## src/rtl/decision_level_tracker.sv

```systemverilog
// ---------------------------------------------------------------------------
// decision_level_tracker
//
// Decision-level counter for the CDCL control FSM. It supports three commands:
//   - decide: the level goes up by one.
//   - backtrack: the level goes down by one, which is a chronological backtrack.
//   - backjump: the level drops to a lower target level. This unwinds one level
//     per cycle and emits an undo strobe for each retracted level.
// Sticky flags record overflow, underflow and illegal jump attempts.
//
// Ports
//   clk           clock, all state updates on posedge
//   rst           asynchronous active-low reset
//   en            command strobe, accepted when en && !busy
//   cmd           00 nop, 01 decide, 10 backtrack, 11 backjump
//   target_level  backjump destination, sampled on an accepted backjump
//   clr_err       synchronous clear of the sticky error flags
//   level         current decision level
//   busy          high while a backjump is unwinding
//   undo_valid    one-cycle strobe: undo_level is being retracted
//   undo_level    level being retracted
//   done          one-cycle pulse when a backtrack/backjump completes
//   at_root       level == 0
//   at_max        level == LITERALS
//   ovf_err       sticky: decide attempted at LITERALS
//   unf_err       sticky: backtrack attempted at level 0
//   jump_err      sticky: backjump target above current level
// ---------------------------------------------------------------------------
module decision_level_tracker #(
    parameter int LITERALS = 8,
    parameter int LW       = $clog2(LITERALS + 1)
) (
    input  logic          clk,
    input  logic          rst,
    input  logic          en,
    input  logic [1:0]    cmd,
    input  logic [LW-1:0] target_level,
    input  logic          clr_err,
    output logic [LW-1:0] level,
    output logic          busy,
    output logic          undo_valid,
    output logic [LW-1:0] undo_level,
    output logic          done,
    output logic          at_root,
    output logic          at_max,
    output logic          ovf_err,
    output logic          unf_err,
    output logic          jump_err
);

    localparam logic [LW-1:0] MAX_LVL = LW'(LITERALS);
    localparam logic [LW-1:0] ONE     = LW'(1);
    localparam logic [LW-1:0] ZERO    = '0;

    localparam logic [1:0] CMD_DECIDE    = 2'b01;
    localparam logic [1:0] CMD_BACKTRACK = 2'b10;
    localparam logic [1:0] CMD_BACKJUMP  = 2'b11;

    typedef enum logic {IDLE, UNWIND} state_t;

    state_t        state;
    logic [LW-1:0] tgt;

    always_ff @(posedge clk or negedge rst) begin
        if (!rst) begin
            state      <= IDLE;
            level      <= ZERO;
            tgt        <= ZERO;
            undo_valid <= 1'b0;
            undo_level <= ZERO;
            done       <= 1'b0;
            ovf_err    <= 1'b0;
            unf_err    <= 1'b0;
            jump_err   <= 1'b0;
        end else begin
            undo_valid <= 1'b0;
            done       <= 1'b0;

            // A clear and a new error on the same edge resolve in favour of
            // the error, because the later set below overrides this clear.
            if (clr_err) begin
                ovf_err  <= 1'b0;
                unf_err  <= 1'b0;
                jump_err <= 1'b0;
            end

            case (state)
                IDLE: begin
                    if (en) begin
                        case (cmd)
                            CMD_DECIDE: begin
                                if (level == MAX_LVL) ovf_err <= 1'b1;
                                else                  level   <= level + ONE;
                            end
                            CMD_BACKTRACK: begin
                                if (level == ZERO) begin
                                    unf_err <= 1'b1;
                                end else begin
                                    level      <= level - ONE;
                                    undo_valid <= 1'b1;
                                    undo_level <= level;
                                    done       <= 1'b1;
                                end
                            end
                            CMD_BACKJUMP: begin
                                if (target_level > level) begin
                                    jump_err <= 1'b1;
                                end else if (target_level == level) begin
                                    done <= 1'b1;
                                end else begin
                                    // The entry edge only latches the target.
                                    // Retraction starts on the next edge.
                                    tgt   <= target_level;
                                    state <= UNWIND;
                                end
                            end
                            default: ;
                        endcase
                    end
                end
                UNWIND: begin
                    // Retract one level per edge in strictly descending order.
                    // Commands are ignored in this state.
                    undo_valid <= 1'b1;
                    undo_level <= level;
                    level      <= level - ONE;
                    if ((level - ONE) == tgt) begin
                        state <= IDLE;
                        done  <= 1'b1;
                    end
                end
                default: state <= IDLE;
            endcase
        end
    end

    assign busy    = (state == UNWIND);
    assign at_root = (level == ZERO);
    assign at_max  = (level == MAX_LVL);

endmodule

```

## config.mk

```make
export PLATFORM = sky130hd
export DESIGN_NAME = decision_level_tracker
export DESIGN_NICKNAME = d
export VERILOG_FILES = /design/src/rtl/decision_level_tracker.sv
export SDC_FILE = /design/constraint.sdc
export NUM_CORES = 1
export LEC_CHECK = 0
export ABC_AREA = 1
export ABC_CLOCK_PERIOD_IN_PS = 3700
export CAP_MARGIN = 30
export CORE_AREA = 2 2 53 55
export DETAILED_ROUTE_END_ITERATION = 16
export DIE_AREA = 0 0 55 57
export DONT_BUFFER_PORTS = 1
export GPL_TIMING_DRIVEN = 0
export SLEW_MARGIN = 0
export SYNTH_ARGS = -nofsm -noshare
export SYNTH_HDL_FRONTEND = slang
export SYNTH_SLANG_ARGS = --single-unit
```

## constraint.sdc

```tcl
create_clock -name clk -period 3.7 [get_ports clk]
set_input_delay 0.74 -clock clk [delete_from_list [all_inputs] [get_ports clk]]
set_output_delay 0.74 -clock clk [all_outputs]
set_load 0.01 [all_outputs]
```

-- Word level (Yosys, flattened, before mapping)
Cells that the tools add are included.
- output and inout port bits: 16
- register bits after elaboration: 18
- input port bits: 10
- multiplexer cells: 40
- $lt $le $gt $ge: 1
- equal/unequal tests: 12
- bitwise gates (word level): 3
- reductions and logical operators: 4
- add/sub/neg operators: 2
- operators by type and width (kind ; count):
    1-bit two-way mux ; 27
    4-bit two-way mux ; 6
    4-bit one-hot mux with 2 select lines ; 3
    4-bit == test ; 2
    1-bit one-hot mux with 2 select lines ; 4
    3-bit inequality test (second input constant) ; 2
    5-bit AND reduction ; 1
    4-bit by 1-bit adder with 4-bit output (second input constant) ; 1
    2-bit == test (second input constant) ; 2
    4-bit == test (second input constant) ; 1
    4-bit > comparator ; 1
    4-bit logical NOT ; 1
    2-bit inequality test (second input constant) ; 2
    4-bit AND reduction ; 1
    4-bit by 1-bit subtractor with 4-bit output (second input constant) ; 1
    3-bit by 1-bit inequality test with 1-bit output (second input constant) ; 1
    1-bit NOT ; 3
    3-bit AND reduction ; 1
    2-bit by 1-bit == test with 1-bit output (second input constant) ; 1
    2-bit by 1-bit inequality test with 1-bit output (second input constant) ; 1

-- Logic depth before layout (Yosys ltp)
- depth after elaboration: 6
- depth in mapped cells: 11
- mapped depth without buffers: 11

-- Worst setup path before layout
No wires, ideal clock.
- path kind: register to output
- start point: register level[0]
- end point: output at_root
- arrival: 1.105 ns
- path buffers: 0
- slack: 1.855 ns
- data required time: 2.960 ns
- stages on the path, launching flop included: 5
- cells stage by stage: dfrtp_1 inv_1 ha_1 nand3_4 inv_1
- cells in the longest elaborated chain, start to end: 1
- RTL lines (element ; line ; source):
    start: declaration ; 39 ; output logic [LW-1:0] level,
    start signal: assignment ; 93 ; else level <= level + ONE;
    start signal: assignment ; 99 ; level <= level - ONE;
    start signal: assignment ; 126 ; level <= level - ONE;
    4-bit logical NOT ; 138 ; assign at_root = (level == ZERO);
    end: declaration ; 44 ; output logic at_root,
Every way passes these cells.

-- Final worst setup path
Ends and elaborated chain as after synthesis.

==> results.md <==
- Met3 track utilization from global routing: 3.66%
- Relative contribution of sequential cells to total power: 39.9%
- H-tree depth reported by CTS: 1
- Synthesized flop and latch total: 18
- Most common flop cell mapped by yosys: dfrtp_1
- Area used by multi-input combinational logic: 594 sq um
- Result of the run: finished, final reports clean
- Met2 Usage GRT: 26.7%
- Classification of the worst-slack hold path: input port to asynchronous set/reset pin
- Floorplan die area: 0.00314 sq mm
- Inserted Diodes: 0
- Initial core utilization: 42.9%
- Post-route non-filler standard cell count: 176
- Height of the die: 57 um
- Overflow left after global routing: 0
- Proportion of total power due to net switching: 47.3%
- Setup TNS: 0 ns
- Last weighted congestion value of the routability-driven placer: 0.832
- Maximum vdd drop: 0.391 mV
- Setup CP Type: flip-flop to output port
- Synthesis-to-finish area growth: 6.69%
- Width of the die: 55 um
- Buffers inserted by post-CTS timing repair: 0
- Post-Syn Nets: 157
- Row Count: 19
- Initial detailed-routing violation count: 12
- Number of nets still failing antenna checks after routing: 0
- Kind of end point of the critical path: output port
- Post-synth EDFFs: 0
- Most frequent cells in the layout: nand2_1 (44), dfrtp_1 (18), nand3_1 (15), inv_1 (14), nor2_1 (8)
- Ratio of cells with drive above 1 in the final layout: 13.8%
- Setup skew after layout: 0.00867 ns
- Post-route minimum period: 2.33 ns
- Number of buffers added on ports: 0
- First-pass GRT wire length: 3890 um
- WL/cell: 13.1 um
- Asr flop ratio synth: 100%
- Mapped cell area: 0.00112 sq mm
- Via count of the first global-routing pass: 927
- Resize count post-CTS: 0
- Number of warnings printed during yosys synthesis: 0
- Max-cap viol count: 0
- Tot Pwr: 0.991 mW
- Final HPWL from detailed placement: 1810 um
- CTS tree: yes
- Relative contribution of the clock network to total power: 12.4%
- Sequential element share of the synthesized area: 40.1%
- Inserted Clock Buffers: 3
- Comb power frac: 47.7%
- Setup-failing EPs final: 0
- Met1 Usage GRT: 21.7%
- Biggest area contributors in the synthesized netlist: dfrtp_1 (40%), nand2_1 (15%), ha_1 (6.7%), nand3_1 (6.7%), inv_1 (4.7%)
- Internal cell power: 0.522 mW
- Area of the placeable core: 0.00262 sq mm
- Largest area contributor in the synthesized netlist: dfrtp_1
- Transition time at the pin with the least slew margin: 0.378 ns
- Clock network latency to the later pin of the worst-skew pair: 0.29 ns
- IO Count: 26
- Critical Path AT: 1.59 ns
- Worst slew margin relative to its limit: 74.7%
- Net count, final: 162
- Count of final max-slew check failures: 0
- Number of fill cells in the layout: 276
- Clock-pin slew reported for the worst setup and hold paths after clock tree synthesis: 0.11 ns
- Most common cell after layout, fill and taps aside: nand2_1
- Post-synth top area share: 40.1%
- Achievable clock frequency: 429 MHz
- First-pass DRT Iterations: 4
- Setup repair after global routing missed its margin: no
- Footprint of the flip-flops and latches: 450 sq um
- Overall routing resource usage: 17.0%
- DRC violations left: 0
- Final Routed Wirelength: 2300 um
- Startpoint type of the worst setup path: flip-flop
- Reported net switching power: 0.469 mW
- Number of standard cells after synthesis: 141
- Maximum number of buffers from clock root to sink: 2
- GRT busiest layer: met2
- Cell Pwr Density: 828 mW/mm^2
- Hold slack final: 0.120 ns
- Max Fanout on Critical Path: 8
- Clock sink count: 18
- Cell count after placement: 172
- Standby leakage power: 0.644 nW
- Maximum number of pins on one net before global-route repair: 19
- Number of library cell types mapped by synthesis: 25
- Required time of the critical path: 2.96 ns
- Hold Buf Count CTS: 0
- Routed via count: 899
- Final Hold Violating Endpoints: 0
- Root buffer cell: clkbuf_4
- Portion of the clock cycle consumed by the worst path in the final layout: 63.0%
- Mean post-synth cell area: 7.96 sq um
- Antenna violations before repair: 0
- Vias per std cell: 5.11
## logic make-up after synthesis
family / share of synthesized area (%)
DFF: 40.1
adders and majority gates: 6.69
and+or+nand+nor: 35.1
buffers and inverters: 6.91
AOI/OAI and AO/OA: 7.25
xor gates and xnor gates: 3.90
## worst paths after layout
| path | slack [ns] | depth (start not counted) | start | end |
|---|---|---|---|---|
| setup / recovery | 1.37 | 4 | level[0]$_DFFE_PN0P_ | at_root |
| hold / removal | 0.12 | 0 | rst | undo_level[2]$_DFFE_PN0P_ |
| setup reg to reg | 1.76 | 7 | level[3]$_DFFE_PN0P_ | tgt[3]$_DFFE_PN0P_ |
| hold reg to reg | 0.51 | 2 | tgt[1]$_DFFE_PN0P_ | tgt[1]$_DFFE_PN0P_ |
| max in group asynchronous | 3.50 | 0 | rst | tgt[1]$_DFFE_PN0P_ |
| min in group clk | 0.51 | 2 | tgt[1]$_DFFE_PN0P_ | tgt[1]$_DFFE_PN0P_ |
## critical path, stage by stage, from the launching register on
cell	delay [ns]
dfrtp_1	0.59
inv_1	0.18
ha_1	0.31
nand3_4	0.14
inv_1	0.08
## layout make-up
cell class / instances / area share, %
Buffer: 1 / 0.940
Clock buffer: 4 / 3.03
Inverter: 17 / 5.54
Multi-Input combinational cell: 105 / 49.6
Sequential cell: 18 / 37.6
Tap cell: 31 / 3.24
## cell usage after synthesis, types with 2 or more instances
master / n
nand2_4: 4
nand4_1: 2
ha_1: 6
nor2_2: 2
o31ai_1: 2
xor2_1: 3
a21oi_1: 5
inv_2: 2
nor2_1: 8
o21ai_1: 2
xnor2_1: 2
nand3_1: 15
nand2_1: 44
o21ai_0: 3
inv_1: 14
dfrtp_1: 18
## power groups by stage
stage          Sequential (mW)  Combinational, mW  Clock [mW]
3_3_place_gp             0.397              0.462           0
6_report                 0.395              0.473       0.123
3_5_place_dp             0.400              0.475           0
4_1_cts                  0.396              0.477       0.127
5_1_grt                  0.410              0.551       0.140
2_1_floorplan            0.375              0.400           0
## through the flow
stage | instance area, sq um | setup WS [ns] | util, %
floorplan | 1120 | 1.86 | -
global placement | 1160 | 1.72 | 44.4
detailed placement | 1160 | 1.71 | 44.4
CTS | 1200 | 1.37 | 45.8
finish | 1200 | 1.37 | 45.8
global route | 1200 | 1.25 | 45.8
## registers in the layout (all words and copies together) (netlist names)
| signal | flops |
|---|---|
| busy | 1 |
| done | 1 |
| jump_err | 1 |
| level | 4 |
| ovf_err | 1 |
| tgt | 4 |
| undo_level | 4 |
| undo_valid | 1 |
| unf_err | 1 |
## metal layers
layer	vias up	share of wire [%]	wire length, um
met4	0	2.1	48
met2	22	48	1100
met3	6	3.7	84
li1	465	-	-
met5	-	0	0
met1	406	46	1070
Note: power is estimated with default switching activity, not from simulation.
